$ cat src/rtl/regfile_burst_master_pkg.sv
// rtl/regfile_burst_master_pkg.sv - shared types and default widths for the register file burst master
//
// Package regfile_burst_pkg
//   ADDR_W_DEF / DATA_W_DEF / LEN_W_DEF : default address, data and burst length widths
//   burst_state_e                       : burst master state encoding
package regfile_burst_pkg;

  localparam int ADDR_W_DEF = 8;
  localparam int DATA_W_DEF = 8;
  localparam int LEN_W_DEF  = 8;

  typedef enum logic [2:0] {
    ST_IDLE       = 3'd0,
    ST_WRITE      = 3'd1,
    ST_READ_FETCH = 3'd2,
    ST_READ_HOLD  = 3'd3,
    ST_DONE       = 3'd4
  } burst_state_e;

endpackage

$ cat src/rtl/regfile_burst_master_if.sv
// rtl/regfile_burst_master_if.sv - command, write, read and register file signals of the burst master
//
// Modport master : the burst master itself
//   in : cmd_valid, cmd_write, cmd_addr, cmd_len, wr_valid, wr_data, rd_ready, rf_read_data
//   out: cmd_ready, wr_ready, rd_valid, rd_data, busy, done,
//        rf_enable_write, rf_write_addr, rf_write_data, rf_read_addr
// Modport slave  : upstream logic plus the register file, directions mirrored
interface regfile_burst_master_if #(
  parameter int ADDR_W = regfile_burst_pkg::ADDR_W_DEF,
  parameter int DATA_W = regfile_burst_pkg::DATA_W_DEF,
  parameter int LEN_W  = regfile_burst_pkg::LEN_W_DEF
);

  // command channel
  logic              cmd_valid;
  logic              cmd_ready;
  logic              cmd_write;
  logic [ADDR_W-1:0] cmd_addr;
  logic [LEN_W-1:0]  cmd_len;

  // write beat channel
  logic              wr_valid;
  logic              wr_ready;
  logic [DATA_W-1:0] wr_data;

  // read beat channel
  logic              rd_valid;
  logic              rd_ready;
  logic [DATA_W-1:0] rd_data;

  // status
  logic              busy;
  logic              done;

  // register file ports
  logic              rf_enable_write;
  logic [ADDR_W-1:0] rf_write_addr;
  logic [DATA_W-1:0] rf_write_data;
  logic [ADDR_W-1:0] rf_read_addr;
  logic [DATA_W-1:0] rf_read_data;

  modport master (
    input  cmd_valid, cmd_write, cmd_addr, cmd_len,
    output cmd_ready,
    input  wr_valid, wr_data,
    output wr_ready,
    output rd_valid, rd_data,
    input  rd_ready,
    output busy, done,
    output rf_enable_write, rf_write_addr, rf_write_data, rf_read_addr,
    input  rf_read_data
  );

  modport slave (
    output cmd_valid, cmd_write, cmd_addr, cmd_len,
    input  cmd_ready,
    output wr_valid, wr_data,
    input  wr_ready,
    input  rd_valid, rd_data,
    output rd_ready,
    input  busy, done,
    input  rf_enable_write, rf_write_addr, rf_write_data, rf_read_addr,
    output rf_read_data
  );

endinterface

$ cat src/rtl/regfile_burst_master_addr_counter.sv
// rtl/regfile_burst_master_addr_counter.sv - burst address and remaining-beat counter
//
// Ports
//   clock, reset_n        : clock, asynchronous active-low reset
//   load                  : capture load_addr / load_len (start of burst)
//   step                  : one beat completed; address +1 (wrapping), remaining -1
//   load_addr, load_len   : start address and beats-minus-one
//   cur_addr              : address of the current beat
//   last                  : current beat is the final one of the burst
module burst_addr_counter #(
  parameter int ADDR_W = regfile_burst_pkg::ADDR_W_DEF,
  parameter int LEN_W  = regfile_burst_pkg::LEN_W_DEF
) (
  input  logic              clock,
  input  logic              reset_n,
  input  logic              load,
  input  logic              step,
  input  logic [ADDR_W-1:0] load_addr,
  input  logic [LEN_W-1:0]  load_len,
  output logic [ADDR_W-1:0] cur_addr,
  output logic              last
);

  logic [LEN_W-1:0] remaining;

  // Load wins over step; the master never asks for both in one cycle.
  always_ff @(posedge clock or negedge reset_n) begin
    if (!reset_n) begin
      cur_addr  <= '0;
      remaining <= '0;
    end else if (load) begin
      cur_addr  <= load_addr;
      remaining <= load_len;
    end else if (step) begin
      cur_addr  <= cur_addr + ADDR_W'(1);
      remaining <= remaining - LEN_W'(1);
    end
  end

  assign last = (remaining == '0);

endmodule

$ cat src/rtl/regfile_burst_master.sv
// rtl/regfile_burst_master.sv - burst initiator that streams data into and out of a register file
//
// Ports
//   clock, reset_n : clock, asynchronous active-low reset
//   bus            : regfile_burst_master_if.master - command, write beat and read beat
//                    channels, busy/done status, register file write and read ports
module regfile_burst_master
  import regfile_burst_pkg::*;
#(
  parameter int ADDR_W = ADDR_W_DEF,
  parameter int DATA_W = DATA_W_DEF,
  parameter int LEN_W  = LEN_W_DEF
) (
  input  logic                   clock,
  input  logic                   reset_n,
  regfile_burst_master_if.master bus
);

  burst_state_e      state_q, state_d;
  logic              cmd_fire, wr_fire, rd_fire;
  logic              last;
  logic [ADDR_W-1:0] cur_addr;

  logic              rf_we_q;
  logic [ADDR_W-1:0] rf_waddr_q;
  logic [DATA_W-1:0] rf_wdata_q;
  logic              rd_valid_q;
  logic [DATA_W-1:0] rd_data_q;

  assign cmd_fire = (state_q == ST_IDLE)      && bus.cmd_valid;
  assign wr_fire  = (state_q == ST_WRITE)     && bus.wr_valid;
  assign rd_fire  = (state_q == ST_READ_HOLD) && bus.rd_ready;

  burst_addr_counter #(
    .ADDR_W (ADDR_W),
    .LEN_W  (LEN_W)
  ) u_addr_counter (
    .clock     (clock),
    .reset_n   (reset_n),
    .load      (cmd_fire),
    .step      (wr_fire | rd_fire),
    .load_addr (bus.cmd_addr),
    .load_len  (bus.cmd_len),
    .cur_addr  (cur_addr),
    .last      (last)
  );

  always_ff @(posedge clock or negedge reset_n) begin
    if (!reset_n) state_q <= ST_IDLE;
    else          state_q <= state_d;
  end

  always_comb begin
    state_d = state_q;
    case (state_q)
      ST_IDLE:       if (bus.cmd_valid) state_d = bus.cmd_write ? ST_WRITE : ST_READ_FETCH;
      ST_WRITE:      if (bus.wr_valid && last) state_d = ST_DONE;
      ST_READ_FETCH: state_d = ST_READ_HOLD;
      ST_READ_HOLD:  if (bus.rd_ready) state_d = last ? ST_DONE : ST_READ_FETCH;
      ST_DONE:       state_d = ST_IDLE;
      default:       state_d = ST_IDLE;
    endcase
  end

  // Write port: the beat is registered at its handshake edge, so the register
  // file commits it one cycle later; the final beat therefore lands at the
  // edge that leaves DONE, before any following read can fetch.
  always_ff @(posedge clock or negedge reset_n) begin
    if (!reset_n) begin
      rf_we_q    <= 1'b0;
      rf_waddr_q <= '0;
      rf_wdata_q <= '0;
    end else begin
      rf_we_q <= wr_fire;
      if (wr_fire) begin
        rf_waddr_q <= cur_addr;
        rf_wdata_q <= bus.wr_data;
      end
    end
  end

  // Read port: FETCH presents cur_addr to the combinational register file,
  // the data is captured on leaving FETCH and held through HOLD.
  always_ff @(posedge clock or negedge reset_n) begin
    if (!reset_n) begin
      rd_valid_q <= 1'b0;
      rd_data_q  <= '0;
    end else if (state_q == ST_READ_FETCH) begin
      rd_valid_q <= 1'b1;
      rd_data_q  <= bus.rf_read_data;
    end else if (rd_fire) begin
      rd_valid_q <= 1'b0;
    end
  end

  assign bus.cmd_ready       = (state_q == ST_IDLE);
  assign bus.wr_ready        = (state_q == ST_WRITE);
  assign bus.busy            = (state_q != ST_IDLE);
  assign bus.done            = (state_q == ST_DONE);
  assign bus.rd_valid        = rd_valid_q;
  assign bus.rd_data         = rd_data_q;
  assign bus.rf_enable_write = rf_we_q;
  assign bus.rf_write_addr   = rf_waddr_q;
  assign bus.rf_write_data   = rf_wdata_q;
  // cur_addr is itself a flop, so the read address is registered.
  assign bus.rf_read_addr    = cur_addr;

endmodule
$ cat src/flat_wrapper.sv
// flat-port wrapper written by rule: the top's interface ports become plain ports
module regfile_burst_master_flat import regfile_burst_pkg::*;
#(
  parameter int ADDR_W = ADDR_W_DEF,
  parameter int DATA_W = DATA_W_DEF,
  parameter int LEN_W  = LEN_W_DEF
)
  (clock, reset_n, bus_cmd_valid, bus_cmd_write, bus_cmd_addr, bus_cmd_len, bus_cmd_ready, bus_wr_valid, bus_wr_data, bus_wr_ready, bus_rd_valid, bus_rd_data, bus_rd_ready, bus_busy, bus_done, bus_rf_enable_write, bus_rf_write_addr, bus_rf_write_data, bus_rf_read_addr, bus_rf_read_data);
  regfile_burst_master_if #(.ADDR_W(ADDR_W), .DATA_W(DATA_W), .LEN_W(LEN_W)) bus_i ();
  input  logic clock;
  input  logic reset_n;
  input wire logic [$bits(bus_i.cmd_valid)-1:0] bus_cmd_valid;
  input wire logic [$bits(bus_i.cmd_write)-1:0] bus_cmd_write;
  input wire logic [$bits(bus_i.cmd_addr)-1:0] bus_cmd_addr;
  input wire logic [$bits(bus_i.cmd_len)-1:0] bus_cmd_len;
  output wire logic [$bits(bus_i.cmd_ready)-1:0] bus_cmd_ready;
  input wire logic [$bits(bus_i.wr_valid)-1:0] bus_wr_valid;
  input wire logic [$bits(bus_i.wr_data)-1:0] bus_wr_data;
  output wire logic [$bits(bus_i.wr_ready)-1:0] bus_wr_ready;
  output wire logic [$bits(bus_i.rd_valid)-1:0] bus_rd_valid;
  output wire logic [$bits(bus_i.rd_data)-1:0] bus_rd_data;
  input wire logic [$bits(bus_i.rd_ready)-1:0] bus_rd_ready;
  output wire logic [$bits(bus_i.busy)-1:0] bus_busy;
  output wire logic [$bits(bus_i.done)-1:0] bus_done;
  output wire logic [$bits(bus_i.rf_enable_write)-1:0] bus_rf_enable_write;
  output wire logic [$bits(bus_i.rf_write_addr)-1:0] bus_rf_write_addr;
  output wire logic [$bits(bus_i.rf_write_data)-1:0] bus_rf_write_data;
  output wire logic [$bits(bus_i.rf_read_addr)-1:0] bus_rf_read_addr;
  input wire logic [$bits(bus_i.rf_read_data)-1:0] bus_rf_read_data;
  assign bus_i.cmd_valid = bus_cmd_valid;
  assign bus_i.cmd_write = bus_cmd_write;
  assign bus_i.cmd_addr = bus_cmd_addr;
  assign bus_i.cmd_len = bus_cmd_len;
  assign bus_cmd_ready = bus_i.cmd_ready;
  assign bus_i.wr_valid = bus_wr_valid;
  assign bus_i.wr_data = bus_wr_data;
  assign bus_wr_ready = bus_i.wr_ready;
  assign bus_rd_valid = bus_i.rd_valid;
  assign bus_rd_data = bus_i.rd_data;
  assign bus_i.rd_ready = bus_rd_ready;
  assign bus_busy = bus_i.busy;
  assign bus_done = bus_i.done;
  assign bus_rf_enable_write = bus_i.rf_enable_write;
  assign bus_rf_write_addr = bus_i.rf_write_addr;
  assign bus_rf_write_data = bus_i.rf_write_data;
  assign bus_rf_read_addr = bus_i.rf_read_addr;
  assign bus_i.rf_read_data = bus_rf_read_data;
  regfile_burst_master #(.ADDR_W(ADDR_W), .DATA_W(DATA_W), .LEN_W(LEN_W)) u_core (.clock(clock), .reset_n(reset_n), .bus(bus_i));
endmodule
$ cat config.mk
export PLATFORM = sky130hd
export DESIGN_NAME = regfile_burst_master_flat
export DESIGN_NICKNAME = d
export VERILOG_FILES = /design/src/rtl/regfile_burst_master_pkg.sv /design/src/rtl/regfile_burst_master_if.sv /design/src/rtl/regfile_burst_master_addr_counter.sv /design/src/rtl/regfile_burst_master.sv /design/src/flat_wrapper.sv
export SDC_FILE = /design/constraint.sdc
export NUM_CORES = 1
export LEC_CHECK = 0
export CAP_MARGIN = 25
export CORE_ASPECT_RATIO = 0.7
export CORE_UTILIZATION = 55
export CTS_CLUSTER_SIZE = 28
export DETAILED_ROUTE_END_ITERATION = 10
export DONT_BUFFER_PORTS = 1
export GPL_TIMING_DRIVEN = 0
export PLACE_DENSITY = 0.79
export SKIP_LAST_GASP = 1
export SYNTH_ARGS = -nofsm -noshare
export SYNTH_HDL_FRONTEND = slang
export SYNTH_HIERARCHICAL = 1
export SYNTH_SLANG_ARGS = --single-unit
export TNS_END_PERCENT = 20
$ cat constraint.sdc
create_clock -name clock -period 2.05 [get_ports clock]
set_input_delay 0.205 -clock clock [delete_from_list [all_inputs] [get_ports clock]]
set_output_delay 0.205 -clock clock [all_outputs]
set_load 0.03 [all_outputs]
==> summary.md <==
| Metric | Value |
|---|---|
| Clk_lat worst skew | `300 ps` |
| Vias/cell | `5.96` |
| Worst Path Buf+Inv | `2` |
| Reg2reg start | `u_core/state_q[2]` |
| Port Buffers | `0` |
| PwrDens | `1880 nW/µm²` |
| Post-synthesis sequential area ratio | `52.9%` |
| Final worst slack | `16.7 ps` |
| Rows | `18` |
| TritonCTS clock tree | `yes` |
| Total track usage | `21.8%` |
| Worst Hold Class | `input port to flop` |
| Worst IR Drop VDD | `948 µV` |
| CTS Root Cell | `clkbuf_8` |
| # IOs | `76` |
| Crit-path slowest cell | `nor3b_2` |
| HP Start | `bus_cmd_len[1]` |
| Area Growth Syn to Fin | `12.6%` |
| H-tree levels | `2` |
| Predominant post-synthesis flop cell | `dfrtp_1` |
| Final min period | `2030 ps` |
| Leading cell type in the layout, fill and taps excluded | `dfrtp_1` |
| Post-Place Worst Slack | `-300 ps` |
| GPL Wtd Cong | `0.853` |
| Clock Path Buffers | `2` |
| CP max stage delay | `580 ps` |
| Via count | `1443` |
| Antenna Nets Post-Route | `0` |
| Ranking of synthesized cells by area | `dfrtp_1, mux2_4, mux2_2, mux2_1, nand2_1` |
| Setup violators final | `0` |
| Reg-to-reg slack, setup | `20 ps` |
| CP cell instances | `nor3b_2, and2_1, buf_6, buf_6, mux2_4` |
| Post-Synthesis Cells | `179` |
| Aggregate global routing overflow | `0` |
| TritonCTS Buffers | `5` |
| Nets | `232` |
| First-pass GRT wire length | `6.71 mm` |
| Most used cell, CP | `buf_6` |
| Syn avg cell area | `11.9 µm²` |
| Total power draw | `4510 µW` |
| Post-synth EDFFs | `0` |
| CP required | `2230 ps` |
| Commonest cells after routing, fill and taps aside | `dfrtp_1, nand2_1, mux2_4` |
| Crit-path max FO | `10` |
| Final core occ | `66.5%` |
| CTS clk-pin slew, worst paths | `80 ps` |
| DRT Pass-1 Iters | `4` |
| Die X | `76.4 µm` |
| Kind of critical path | `flop to flop` |
| Initial antenna violation count | `0` |
| # DRC | `0` |
| Yosys reg bits | `45` |
| Syn nets | `220` |
| Adder-cell share of the synthesized area | `1.76%` |
| Worst setup EP type | `flop` |
| Diodes inserted | `0` |
| Crit path from | `u_core/state_q[2]` |
| Cell family with the largest share of critical-path delay | `simple AND/OR/NAND/NOR gates` |
| Pin count of the biggest net entering global routing | `46` |
| Netlist cell types | `35` |
| Max_cap viols | `0` |
| Max Clock Skew | `7.80 ps` |
| DPL Wire Length | `3.09 mm` |
| Final Hold Vio Count | `0` |
| Post-synthesis cell type with the largest combined area | `dfrtp_1` |
| CP arrival | `2220 ps` |
| Syn Std Cell Area | `2130 µm²` |
| Tcrit/Tclk final | `99.2%` |
| Post-synthesis simple-gate area fraction | `16.4%` |
| Initial Utilization | `59.1%` |
| 1st-iter DRT viols | `141` |
| Post-synth ARST share | `100%` |
| YS warnings | `6` |
| Share of layout cells above drive strength 1 | `26.6%` |
| Compound-Gate Fraction of Synth Area | `6.58%` |
| Clk sink count | `45` |
| Final slew viol count | `0` |
| DIE AREA | `4130 µm²` |
| FMAX | `492 MHz` |
| Largest family of logic cells by synthesized area | `multiplexers` |
| RSZ-0062 raised after global routing | `yes` |
| Crit path launch type | `flop` |
| CORE AREA | `3600 µm²` |
| Worst-Margin Slew | `901 ps` |
| Die height | `54.0 µm` |
| Area share of the largest cell type after synthesis | `52.9%` |
| Wire length per cell | `17.6 µm` |
| Xor-xnor portion of the synthesized cell area | `2.47%` |
| Multiplexer share of the synthesized area | `16.5%` |
| Leak | `0.00100 µW` |
| Vias in the first global route | `1393` |
| Outcome | `finished clean` |
| Worst rel slew slack | `39.5%` |
| Routed wire length | `4.27 mm` |
-- per-layer routing --
metal	GRT usage (%)	share of wire, %
met5	0	0
met4	8.01	0.94
met3	6.27	6.1
met2	35.9	49
met1	28.0	44
-- sequential cells by signal, indices dropped and copies added, names as in the netlist --
signal / flops
u_core/state_q: 3
u_core/u_addr_counter/remaining: 8
u_core/bus.rf_write_addr: 8
u_core/bus.rd_data: 8
u_core/u_addr_counter/cur_addr: 8
u_core/bus.rf_enable_write: 1
u_core/bus.rf_write_data: 8
u_core/bus.rd_valid: 1
-- per-stage QoR --
| stage | instances | hold WS [ps] | instance area (µm²) | setup TNS (ps) |
|---|---|---|---|---|
| finish | 242 | 29.6 | 2400 | 0 |
| global route | 242 | 27.4 | 2400 | -513 |
| CTS | 241 | 24.3 | 2370 | -67.8 |
| global placement | 229 | -89.5 | 2200 | -2830 |
| detailed placement | 229 | -89.5 | 2200 | -4050 |
| floorplan | 179 | -90.6 | 2140 | -15.9 |
-- cells in the mapped netlist (4+ instances only) --
library cell / n
nand2_1: 21
o211ai_1: 6
nand4_1: 4
buf_2: 4
mux2_4: 10
inv_1: 5
or4_1: 7
mux2_1: 7
mux2_2: 9
nor2_1: 7
dfrtp_1: 45
nand3_1: 5
o21ai_0: 9
-- report_power, final --
| part | internal [µW] | leakage, µW | switching, µW |
|---|---|---|---|
| sequential | 1320 | 0.000543 | 1080 |
| combinational | 795 | 0.000423 | 780 |
| clock | 240 | 0.0000374 | 294 |
| total | 2360 | 0.00100 | 2150 |
-- worst reg2reg max path, stage by stage, from the launching register on --
cell and delay [ps]:
dfrtp_2 470, nor3b_2 590, and2_1 230, buf_6 140
buf_6 180, mux2_4 310
-- path summary, 6_finish.rpt --
check	to	cells after the start
max	u_core/bus.rf_write_addr[0]	5
min	u_core/u_addr_counter/remaining[1]	2
max reg2reg	u_core/bus.rf_write_addr[0]	5
min reg2reg	u_core/u_addr_counter/remaining[6]	2
max in group asynchronous	u_core/u_addr_counter/remaining[3]	2
min in group asynchronous	u_core/bus.rf_write_data[0]	2
-- logic make-up after synthesis --
| group | count (synthesis) |
|---|---|
| flip-flops | 45 |
| AND/OR/NAND/NOR | 61 |
| multiplexers | 28 |
| buffers and inverters | 14 |
| adder cells (fa/ha/maj) | 3 |
| AO/OA/AOI/OAI | 22 |
| XOR/XNOR | 6 |
-- repair_timing --
item | in CTS | in global routing
gates resized for setup | 8 | 8
hold endpoints to repair | 45 | 0
setup buffers | 3 | 1
endpoints found under the setup margin | 28 | 22
hold buffers | 2 | 0
pin swaps | 4 | 3
-- layout make-up --
type	count	area (µm²)
clock inverter	2	15.0
tap	50	62.6
clock buffer	6	72.6
fill	279	1210
inverter	5	21.3
timing repair buffer	6	67.6
sequential	45	1130
multi-input combinational	120	967
buffer	8	61.3
No activity file was read; power rests on OpenSTA's default activity.
==> variant 1: new RTL, config.mk and constraints unchanged <==
Set the package constant `LEN_W_DEF` to 4 (it was 8).
--- a/src/rtl/regfile_burst_master_pkg.sv
+++ b/src/rtl/regfile_burst_master_pkg.sv
@@ -8,5 +8,5 @@
   localparam int ADDR_W_DEF = 8;
   localparam int DATA_W_DEF = 8;
-  localparam int LEN_W_DEF  = 8;
+  localparam int LEN_W_DEF  = 4;
 
   typedef enum logic [2:0] {
Ports: changed (resized bus_cmd_len); port bits go from 76 to 72. No check against the original RTL was run, so the function may have changed too.
==> variant 1 against the original RTL <==
Power is 8.1% lower. Critical endpoint is now u_core/u_addr_counter/remaining[3]. Critical path type unchanged. Fmax increased by 4.7%. Worst setup slack improved by 90 ps. Design area decreased by 10%. Sequential share of layout area rose by 0.60 points. Non-clock buffer count decreased by 4. Highest routed layer unchanged. Largest cell class unchanged. Area after synthesis decreased by 10%. Die area fell by 9.7%. Sequential cell count down 4. Wire length shrank 16%.
==> variant 1: results (changes against the original RTL) <==
DR top layer met4; vias in the first global route 1,235 (-11%); CTS Buf Count 5 (unchanged); Total Nets Final 199 (-14%); Fin. Hold Viols 0 (unchanged); Commonest cells post-synth 41 x dfrtp_1, 17 x nand2_1, 11 x o21ai_0, 10 x mux2_2, 10 x mux2_4; Final HPWL DP 2.55 mm (-18%); slowest stage delay, CP 460 ps (-120 ps); placed cell areas 1980 um^2 (-10%); post-synth net total 189 (-14%); Syn. warnings 6 (unchanged); Root Buffer clkbuf_8; clock buffer depth 2 (unchanged); H-tree levels 2 (unchanged); Final GP Congestion 0.714 (-16%); slowest stage cell, crit path or3_4; Seq/Total Area, Yosys 0.536 (+0.00685); detailed-route wire length 3.59 mm (-16%); status completed; crit path DAT 2120 ps (-100 ps); met1 wire length 1.55 mm (-17%); Reg clk slew, reported paths 70 ps; CP delay by family, top simple AND/OR/NAND/NOR gates; DR iter-0 viols 27 (-81%); Clock Latency Late Sink 290 ps; Worst Skew 6.54 ps (-1.27 ps); global-route wire length before repair 5.62 mm (-16%); ys async rst share 1.00 (unchanged); Hold Path Class input pin to register; Cell variety after synth 33 (-5.7%); CTS-repair resized insts 2 (-6); largest net degree at the start of global routing 42 (-8.7%); I/O Buffers 0 (unchanged); crit-path max FO 15 (+5); largest cells by area after synthesis dfrtp_1 54%, mux2_4 7.8%, mux2_2 5.9%; drt first pass iters 4 (unchanged); largest vdd supply drop 965 uV (+1.8%); diode count 0 (unchanged); metal3 WL 254 um (-1.9%); met2 wire length 1.77 mm (-16%); GR Util All Layers 0.207 (-0.0105); layout cell share with drive strength beyond 1 0.262 (-0.00343); Leak 0.929 nW (-7.3%); dpl ws -147 ps (+152 ps); Post-CTS Hold Fix Bufs 2 (unchanged); ys flop type dfrtp_1; Vias/cell 5.65 (-5.3%); max-slew violations 0 (unchanged); post-CTS setup buffer count 0 (-3); Worst slew margin 0.390 (-0.00445); initial antenna violation count 0 (unchanged); Post-synth EDFFs 0 (unchanged)
[variant 1: where the power goes]
part	leakage, nW	switching (mW)	internal (mW)
sequential	0.498	1.03	1.20
clock	0.0574	0.273	0.396
combinational	0.373	0.581	0.669
total	0.929	1.89	2.26
[variant 1: cell families (layout without fill, tap and decap cells)]
group	count (synthesis)	in the layout	share of synthesized area
buf+inv	11	22	0.0353
fa+ha+maj	2	2	0.0131
mux	29	29	0.189
xor+xnor	7	7	0.0320
flops	41	41	0.536
compound gates	15	15	0.0451
simple gates	48	48	0.150
[variant 1: area by class of cell]
cell class                 count  area, um^2
clock buffer                   6        82.6
tap                           47        58.8
multi-input combinational    101         835
clock inverter                 2        37.5
sequential                    41        1030
inverter                       4        15.0
fill                         240        1080
buffer                         6        51.3
timing repair buffer           4        45.0
[variant 1: through the flow]
stage	util	cells
floorplan	-	153
global placement	0.612	200
detailed placement	0.612	200
CTS	0.659	209
global route	0.665	211
finish	0.665	211
[variant 1: per-layer routing]
metal,global-route usage,up-vias
li1,-,549
met1,0.247,588
met2,0.333,53
met3,0.0966,2
met4,0.0654,0
met5,0,-
[variant 1: worst paths after layout]
kind                                                    startpoint                                  to  slack (ps)  depth (start not counted)
worst max-delay path                             u_core/state_q[1]  u_core/u_addr_counter/remaining[3]         110                          5
worst max register to register                   u_core/state_q[1]  u_core/u_addr_counter/remaining[3]         110                          5
max in group asynchronous                                  reset_n         u_core/bus.rf_write_data[1]        1470                          2
min in group asynchronous                                  reset_n         u_core/bus.rf_write_addr[4]         370                          2
worst min register to register  u_core/u_addr_counter/remaining[0]  u_core/u_addr_counter/remaining[0]         630                          2
worst min-delay path                               bus_cmd_addr[2]   u_core/u_addr_counter/cur_addr[2]          40                          2
==> variant 2: new RTL, config.mk and constraints unchanged <==
Without the edit above. The 5 states of `burst_state_e` get a Gray code encoding in 3 bits.
--- a/src/rtl/regfile_burst_master_pkg.sv
+++ b/src/rtl/regfile_burst_master_pkg.sv
@@ -11,9 +11,9 @@
 
   typedef enum logic [2:0] {
-    ST_IDLE       = 3'd0,
-    ST_WRITE      = 3'd1,
-    ST_READ_FETCH = 3'd2,
-    ST_READ_HOLD  = 3'd3,
-    ST_DONE       = 3'd4
+    ST_IDLE       = 3'b000,
+    ST_WRITE      = 3'b001,
+    ST_READ_FETCH = 3'b011,
+    ST_READ_HOLD  = 3'b010,
+    ST_DONE       = 3'b110
   } burst_state_e;
 
Check against the original RTL: same outputs for any inputs over 10 cycles, from zero or initial values and one cycle with reset_n low; not proved beyond that.
==> variant 2 against the original RTL <==
The run now ends with setup timing left. Area after synthesis increased by 0.71%. Via count decreased by 0.97%. Worst setup slack got worse by 210 ps. Power increased by 2.2%. Clock skew increased by 0.87 ps. Final cell count unchanged. Sequential cell count unchanged. Wire length decreased by 0.47%. Design area increased by 1.1%.
==> variant 2: results (changes against the original RTL) <==
H-tree levels 2 (unchanged); Root Buffer clkbuf_8; Final GP Congestion 0.788 (-7.7%); post-synth net total 222 (+0.91%); ys async rst share 1.00 (unchanged); initial antenna violation count 0 (unchanged); via count 1,429 (-0.97%); DR iter-0 viols 45 (-68%); final worst slack -193 ps (-210 ps); Leak 1.01 nW (+0.58%); Least-Margin Pin Slew 904 ps (+2.70 ps); diode count 0 (unchanged); Cell variety after synth 38 (+8.6%); I/O Buffers 0 (unchanged); Seq/Total Area, Yosys 0.525 (-0.00371); Final setup viols 3 (+3); GR Util All Layers 0.225 (+0.00790); crit path DAT 2410 ps (+190 ps); status finished with violations; drt first pass iters 4 (unchanged); Worst Skew 8.67 ps (+0.865 ps); WL per Instance 17.6 um (-0.47%); largest vdd supply drop 941 uV (-0.76%); layout cell share with drive strength beyond 1 0.286 (+0.0208); Final HPWL DP 3.03 mm (-2.1%); Commonest cells post-synth 45 x dfrtp_1, 20 x nand2_1, 16 x mux2_2, 9 x mux2_4, 9 x o21ai_0; dpl cells 231 (+0.87%); ys flop type dfrtp_1; Mean Syn Cell Area 11.8 um^2 (-0.41%); failing checks setup timing; global-route wire length before repair 6.85 mm (+2.2%); vias in the first global route 1,458 (+4.7%); crit-path max FO 10 (unchanged); Reg clk slew, reported paths 90 ps; Hold Path Class input pin to register; dpl ws -322 ps (-22.7 ps); largest cells by area after synthesis dfrtp_1 53%, mux2_2 8.4%, mux2_4 6.3%
## variant 2: layout make-up
class / count / area, um^2
Buffer: 8 / 73.8
Clock buffer: 5 / 68.8
Clock inverter: 3 / 46.3
Fill cell: 275 / 1200
Inverter: 6 / 22.5
Multi-Input combinational cell: 121 / 967
Sequential cell: 45 / 1130
Tap cell: 50 / 62.6
Timing Repair Buffer: 4 / 55.1
## variant 2: routing by layer
layer | up-vias | GRT usage | share of wire
met5 | - | 0 | 0
met4 | 0 | 0.0994 | 0.022
met3 | 9 | 0.0783 | 0.055
met2 | 53 | 0.392 | 0.49
met1 | 702 | 0.263 | 0.43
li1 | 665 | - | -
## variant 2: kinds of logic (layout without fill, tap and decap cells)
group                      count (synthesis)  count (layout)  share of synthesized area
adders and majority gates                  3               3                     0.0175
buffers and inverters                     15              26                     0.0438
DFF                                       45              45                      0.525
xor gates and xnor gates                   6               6                     0.0245
and+or+nand+nor                           62              62                      0.167
muxes                                     26              26                      0.152
AOI/OAI and AO/OA                         24              24                     0.0701
## variant 2: path summary, 6_finish.rpt
| kind | slack (ps) | start | depth (start not counted) | to |
|---|---|---|---|---|
| worst min register to register | 600 | u_core/u_addr_counter/remaining[7] | 2 | u_core/u_addr_counter/remaining[7] |
| max in group asynchronous | 1430 | reset_n | 2 | u_core/state_q[1] |
| worst min-delay path | 10 | bus_cmd_addr[6] | 2 | u_core/u_addr_counter/cur_addr[6] |
| min in group asynchronous | 390 | reset_n | 2 | u_core/bus.rd_data[1] |
| worst max register to register | -190 | u_core/state_q[0] | 7 | u_core/u_addr_counter/remaining[5] |
| worst max-delay path | -190 | u_core/state_q[0] | 7 | u_core/u_addr_counter/remaining[5] |
## variant 2: where the power goes
group	internal (mW)	total [mW]	switching, mW
sequential	1.32	2.39	1.07
combinational	0.774	1.54	0.769
clock	0.365	0.678	0.313
## variant 2: critical path, cell delays in order, from the launching register on
cell      delay, ps
dfrtp_1         380
buf_6           140
nand3b_1        190
o21a_1          150
nor2_4          150
or4b_4          500
o31ai_1         450
a31oi_4         140
## variant 2: timing repair
item,in CTS,in global routing
gates resized for setup,5,8
buffers inserted,1,0
endpoints found under the setup margin,19,19
endpoints found under the hold margin,46,0
pin swaps,0,2
hold buffers,3,0
## variant 2: per-stage QoR
stage          TNS, ps  cell area (um^2)
2_1_floorplan    -20.9              2150
3_3_place_gp     -2270              2210
3_5_place_dp     -3270              2210
4_1_cts           -421              2400
5_1_grt          -1050              2420
6_report          -217              2420
